## src/rtl/lsu_pkg.sv

```systemverilog
// Shared types and encodings for the memory-stage load/store unit.
package lsu_pkg;

  typedef enum logic {
    IDLE = 1'b0,
    WAIT = 1'b1
  } lsu_state_t;

  localparam logic [2:0] F3_B  = 3'b000;
  localparam logic [2:0] F3_H  = 3'b001;
  localparam logic [2:0] F3_W  = 3'b010;
  localparam logic [2:0] F3_BU = 3'b100;
  localparam logic [2:0] F3_HU = 3'b101;

  localparam logic [1:0] RS_ALU = 2'b00;
  localparam logic [1:0] RS_MEM = 2'b01;
  localparam logic [1:0] RS_PC4 = 2'b10;

endpackage

```

## src/rtl/lsu_align.sv

```systemverilog
// Combinational lane steering: store byte enables/replicated data, load extraction
// with sign/zero extension, and size/alignment fault detection.
module lsu_align
  import lsu_pkg::*;
(
  input  logic [2:0]  funct3,
  input  logic [1:0]  addr,
  input  logic [31:0] wdata_in,
  input  logic [31:0] rdata,
  output logic [3:0]  byte_en,
  output logic [31:0] wdata_out,
  output logic [31:0] load_data,
  output logic        fault
);

  logic [31:0] byte_shift;
  logic [31:0] half_shift;
  logic [7:0]  rd_byte;
  logic [15:0] rd_half;

  // Shift the addressed lane down to bit 0 before extension.
  assign byte_shift = rdata >> {addr, 3'b000};
  assign half_shift = rdata >> {addr[1], 4'b0000};
  assign rd_byte    = byte_shift[7:0];
  assign rd_half    = half_shift[15:0];

  always_comb begin
    byte_en   = 4'b0000;
    wdata_out = wdata_in;
    load_data = 32'h0;
    fault     = 1'b0;
    case (funct3)
      F3_B, F3_BU: begin
        byte_en   = 4'b0001 << addr;
        wdata_out = {4{wdata_in[7:0]}};
        load_data = (funct3 == F3_B) ? {{24{rd_byte[7]}}, rd_byte} : {24'h0, rd_byte};
      end
      F3_H, F3_HU: begin
        byte_en   = 4'b0011 << {addr[1], 1'b0};
        wdata_out = {2{wdata_in[15:0]}};
        load_data = (funct3 == F3_H) ? {{16{rd_half[15]}}, rd_half} : {16'h0, rd_half};
        fault     = addr[0];
      end
      F3_W: begin
        byte_en   = 4'b1111;
        load_data = rdata;
        fault     = (addr != 2'b00);
      end
      default: begin
        fault = 1'b1;
      end
    endcase
  end

endmodule

```

## src/rtl/mem_stage_lsu.sv

```systemverilog
// Memory-stage LSU: drives the data memory req/ack handshake, stalls the pipeline
// while an access is outstanding and holds the MEM/WB pipeline register.
module mem_stage_lsu
  import lsu_pkg::*;
#(
  parameter int DATA_WIDTH    = 32,
  parameter int ADDRESS_WIDTH = 5
) (
  input  logic                     CLK,
  input  logic                     RST,
  input  logic                     RegWriteM,
  input  logic                     MemWriteM,
  input  logic [1:0]               ResultSrcM,
  input  logic [2:0]               Funct3M,
  input  logic [ADDRESS_WIDTH-1:0] RdM,
  input  logic [DATA_WIDTH-1:0]    ALUResultM,
  input  logic [DATA_WIDTH-1:0]    WriteDataM,
  input  logic [DATA_WIDTH-1:0]    PCPlus4M,
  output logic                     DMemReq,
  output logic                     DMemWe,
  output logic [DATA_WIDTH-1:0]    DMemAddr,
  output logic [3:0]               DMemByteEn,
  output logic [DATA_WIDTH-1:0]    DMemWData,
  input  logic [DATA_WIDTH-1:0]    DMemRData,
  input  logic                     DMemAck,
  output logic                     StallM,
  output logic                     RegWriteW,
  output logic [1:0]               ResultSrcW,
  output logic [ADDRESS_WIDTH-1:0] RdW,
  output logic [DATA_WIDTH-1:0]    ALUResultW,
  output logic [DATA_WIDTH-1:0]    ReadDataW,
  output logic [DATA_WIDTH-1:0]    PCPlus4W,
  output logic                     LsuFaultW,
  output logic                     LsuStateM
);

  // Handshake: DMemReq is held high with address/data stable until the cycle
  // DMemAck is seen high; that cycle completes the access. Ack without req is ignored.

  lsu_state_t state, state_next;

  logic        is_store;
  logic        is_load;
  logic        access;
  logic        align_fault;
  logic        fault;
  logic [3:0]  byte_en;
  logic [31:0] load_data;

  lsu_align u_align (
    .funct3    (Funct3M),
    .addr      (ALUResultM[1:0]),
    .wdata_in  (WriteDataM),
    .rdata     (DMemRData),
    .byte_en   (byte_en),
    .wdata_out (DMemWData),
    .load_data (load_data),
    .fault     (align_fault)
  );

  // A store wins when both the store strobe and the load marker are set.
  assign is_store = MemWriteM;
  assign is_load  = (ResultSrcM == RS_MEM) && !MemWriteM;
  assign access   = is_store | is_load;
  assign fault    = access & align_fault;

  // Reset gates the request combinationally so a pending access is abandoned at once.
  assign DMemReq    = ~RST & ((state == WAIT) | (access & ~fault));
  assign DMemWe     = is_store;
  assign DMemAddr   = {ALUResultM[DATA_WIDTH-1:2], 2'b00};
  assign DMemByteEn = is_store ? byte_en : 4'b0000;
  assign StallM     = DMemReq & ~DMemAck;
  assign LsuStateM  = (state == WAIT);

  always_ff @(posedge CLK) begin
    if (RST) state <= IDLE;
    else     state <= state_next;
  end

  always_comb begin
    state_next = state;
    case (state)
      IDLE:    if (DMemReq && !DMemAck) state_next = WAIT;
      WAIT:    if (DMemAck)             state_next = IDLE;
      default: state_next = IDLE;
    endcase
  end

  always_ff @(posedge CLK) begin
    if (RST || StallM) begin
      RegWriteW  <= 1'b0;
      ResultSrcW <= 2'b00;
      RdW        <= '0;
      ALUResultW <= '0;
      ReadDataW  <= '0;
      PCPlus4W   <= '0;
      LsuFaultW  <= 1'b0;
    end else begin
      RegWriteW  <= RegWriteM & ~fault;
      ResultSrcW <= ResultSrcM;
      RdW        <= RdM;
      ALUResultW <= ALUResultM;
      ReadDataW  <= (is_load && !fault) ? load_data : '0;
      PCPlus4W   <= PCPlus4M;
      LsuFaultW  <= fault;
    end
  end

endmodule

```

## config.mk

```make
export PLATFORM = sky130hd
export DESIGN_NAME = mem_stage_lsu
export DESIGN_NICKNAME = d
export VERILOG_FILES = /design/src/rtl/lsu_pkg.sv /design/src/rtl/lsu_align.sv /design/src/rtl/mem_stage_lsu.sv
export SDC_FILE = /design/constraint.sdc
export NUM_CORES = 1
export LEC_CHECK = 0
export CORE_AREA = 2 2 126 128
export CTS_BUF_LIST = sky130_fd_sc_hd__clkbuf_2 sky130_fd_sc_hd__clkbuf_4 sky130_fd_sc_hd__clkbuf_8
export CTS_CLUSTER_SIZE = 8
export DETAILED_ROUTE_END_ITERATION = 10
export DIE_AREA = 0 0 128 130
export GPL_ROUTABILITY_DRIVEN = 0
export PLACE_DENSITY = 0.8
export SYNTH_ARGS = -nofsm -noshare
export SYNTH_HDL_FRONTEND = slang
export SYNTH_SLANG_ARGS = --single-unit
```

## constraint.sdc

```tcl
create_clock -name CLK -period 2.3 [get_ports CLK]
set_clock_uncertainty 0.1 [all_clocks]
set_input_delay 0.46 -clock CLK [delete_from_list [all_inputs] [get_ports CLK]]
set_output_delay 0.46 -clock CLK [all_outputs]
set_load 0.05 [all_outputs]
```

==> flow_summary.toml <==
[grt]
grt_usage = 0.188
antenna_found_initial = 0
grt_first_pass_wirelength_mm = 23.9
met1_usage = 0.211
grt_use_met2 = 0.326
grt_pass1_vias = 4377
grtUsageMet3 = 0.0722
grt_max_degree = 48
grt-busiest-layer = "met2"
overflow = 0

[yosys]
synth_edf_count = 0
synth.distinct_cells = 38
synth_area_per_cell_sq_um = 10.2
syn_inst = 441
yosysTopAreaCellShare = 0.473
netlist_area_sq_mm = 0.00449
seq_area_frac_synth = 0.473
yosysTopAreaCell = "dfxtp_1"
synthFlopType = "dfxtp_1"
yosys.cell_count.top_type = "dfxtp_1"
yosys_warnings = 0
synthTopCellsByArea = "dfxtp_1, nor3b_1, buf_4"
async_flop_share = 0
ys_seq_elements = 106
synth_common_cells = "dfxtp_1, nor3b_1, buf_4, a21oi_1, nand2_1"

[clocking]
cts_sinks = 106
cts.htree.levels = 3
cts_buffers = 9
clk_pin_slew_ns = 0.11
cts_root_buf = "clkbuf_8"
postCtsHoldBufs = 0
cts_tree = "yes"
cts_max_path_buffers = 2
clk_latency_ns = 0.37

[worst_setup_path]
crit_path_start = "ALUResultM[0]"
rr_startpoint = "LsuStateM"
crit_buf_inv = 2
worst_setup_path_start_kind = "primary input"
slowest_delay_ns = 0.29
cp.arrival_ns = 1.68
r2r_slack_ns = 1.03
cp_top_family = "simple AND/OR/NAND/NOR gates"
path_class = "in2out"
worstPathRequired_ns = 1.74
path_cells = "clkdlybuf4s15_2 > nor4_4 > o22ai_2 > and2_4 > nor3_4 > buf_12"
cp_slowest_cell = "nor4_4"
end_kind = "primary output"
worst-path-max-fanout = 4

[drt]
wl_per_cell_um = 17.2
drc = 0
drt_iter0_drc = 210
dr.pass1.iters = 5
ant_nets = 0
drt-vias-per-instance = 4.62
wl_mm = 16.1
num_vias = 4321

[floorplanning]
rows = 46
die_h_um = 130
io_pins = 320
die-area_sq_mm = 0.0166
core_area_sq_mm = 0.0154
die_w_um = 128
start_util = 0.291

[timing]
setup_tns_ns = 0
max_freq_mhz = 447
slew_headroom = 0.633
report.final.slew_viol_count = 0
setup_violations = 0
period_share = 0.974
hold_ws_ns = 0.309
fin_crit_ns = 2.24
rsz0062_at_grt = "yes"
hold_viol_final = 0
worst_pin_slew_ns = 0.548

[pwr]
power_mw = 4.75
powerDensity_mw_per_mm2 = 552
vdd_drop_max_uv = 421
p_leak_nw = 3.30

[final_layout]
layout-drive-gt1-share = 0.273
antennaDiodeCount = 0
area_growth_pct = 91.7
utilization = 0.558
fillers = 1314
layoutNonFillerInstCount = 936
nNetsFinal = 882

[hold_path]
hold_path.class = "in2reg"
min_from = "RST"

[placed_design]
hpwl_mm = 12.9
placed_cells = 917
port_buffers = 317

[job]
max_cap_violations = 0

[run_status]
status = "finished, final reports clean"
layout make-up:
class | instances | area (sq um) | share of cell area
clock buffer | 10 | 131 | 0.0153
clock inverter | 6 | 48.8 | 0.00567
inverter | 4 | 15.0 | 0.00174
multi-input combinational | 254 | 2000 | 0.232
sequential | 106 | 2120 | 0.247
tap | 192 | 240 | 0.0279
timing repair buffer | 364 | 4050 | 0.471
power breakdown:
group	internal (mW)	leakage [nW]	switching (mW)	total [mW]
Clock	0.420	0.0886	0.681	1.10
Sequential	1.92	0.872	0.0203	1.94
Combinational	0.765	2.34	0.949	1.71
Total	3.10	3.30	1.65	4.75
through the flow:
stage	area (sq um)	setup slack (ns)
after floorplan	4540	-0.148
after global placement	8350	-0.444
after detailed placement	8350	-0.475
after CTS	8600	0.0171
after global routing	8610	-0.00514
final	8610	0.0609
metal layers:
metal / share of wire / vias up
li1: - / 2086
met1: 0.38 / 2009
met2: 0.50 / 206
met3: 0.098 / 20
met4: 0.021 / 0
met5: 0 / -
sequential cells by signal, indices dropped and copies added (netlist names):
name / cells
ALUResultW: 32
LsuFaultW: 1
LsuStateM: 1
PCPlus4W: 32
RdW: 5
ReadDataW: 32
RegWriteW: 1
ResultSrcW: 2
worst reg2reg max path, cell delays in order, from the launching register on:
cell,delay [ns]
dfxtp_1,0.39
inv_1,0.11
a21oi_4,0.25
buf_12,0.22
nor3b_1,0.09
kinds of logic (layout without fill, tap and decap cells):
family	count (synthesis)	count (layout)	synth area share
AO/OA/AOI/OAI	64	64	0.0950
buffers and inverters	82	384	0.110
flip-flops	106	106	0.473
multiplexers	45	45	0.126
other	1	2	0.000835
AND/OR/NAND/NOR	143	143	0.195
cell usage in the layout, fill, tap and decap left out, types with 4 or more instances in the layout:
| master | netlist | final |
|---|---|---|
| clkdlybuf4s50_1 | 0 | 238 |
| dfxtp_1 | 106 | 106 |
| nor3b_1 | 72 | 72 |
| buf_4 | 42 | 60 |
| buf_12 | 0 | 57 |
| a21oi_1 | 29 | 28 |
| nand2_1 | 27 | 27 |
| mux2_2 | 22 | 22 |
| nor2_1 | 21 | 20 |
| mux2i_1 | 16 | 16 |
| a21oi_2 | 11 | 10 |
| clkbuf_8 | 0 | 9 |
| o21ai_2 | 0 | 8 |
| mux4_2 | 7 | 7 |
| a222oi_1 | 6 | 6 |
| inv_1 | 4 | 4 |
| nand2b_1 | 4 | 4 |
| nor3_1 | 5 | 4 |
timing repair:
action / 4_1_cts / 5_1_grt
resized for setup: 20 / 1
setup buffers: 3 / 0
endpoints found under the setup margin: 22 / 2
pin swaps: 4 / 1
final timing paths:
| check | end | cells past startpoint |
|---|---|---|
| max | StallM | 6 |
| min | ALUResultW[1] | 2 |
| max reg2reg | ALUResultW[19] | 4 |
| min reg2reg | LsuFaultW | 1 |
No activity file was read; power rests on OpenSTA's default activity.
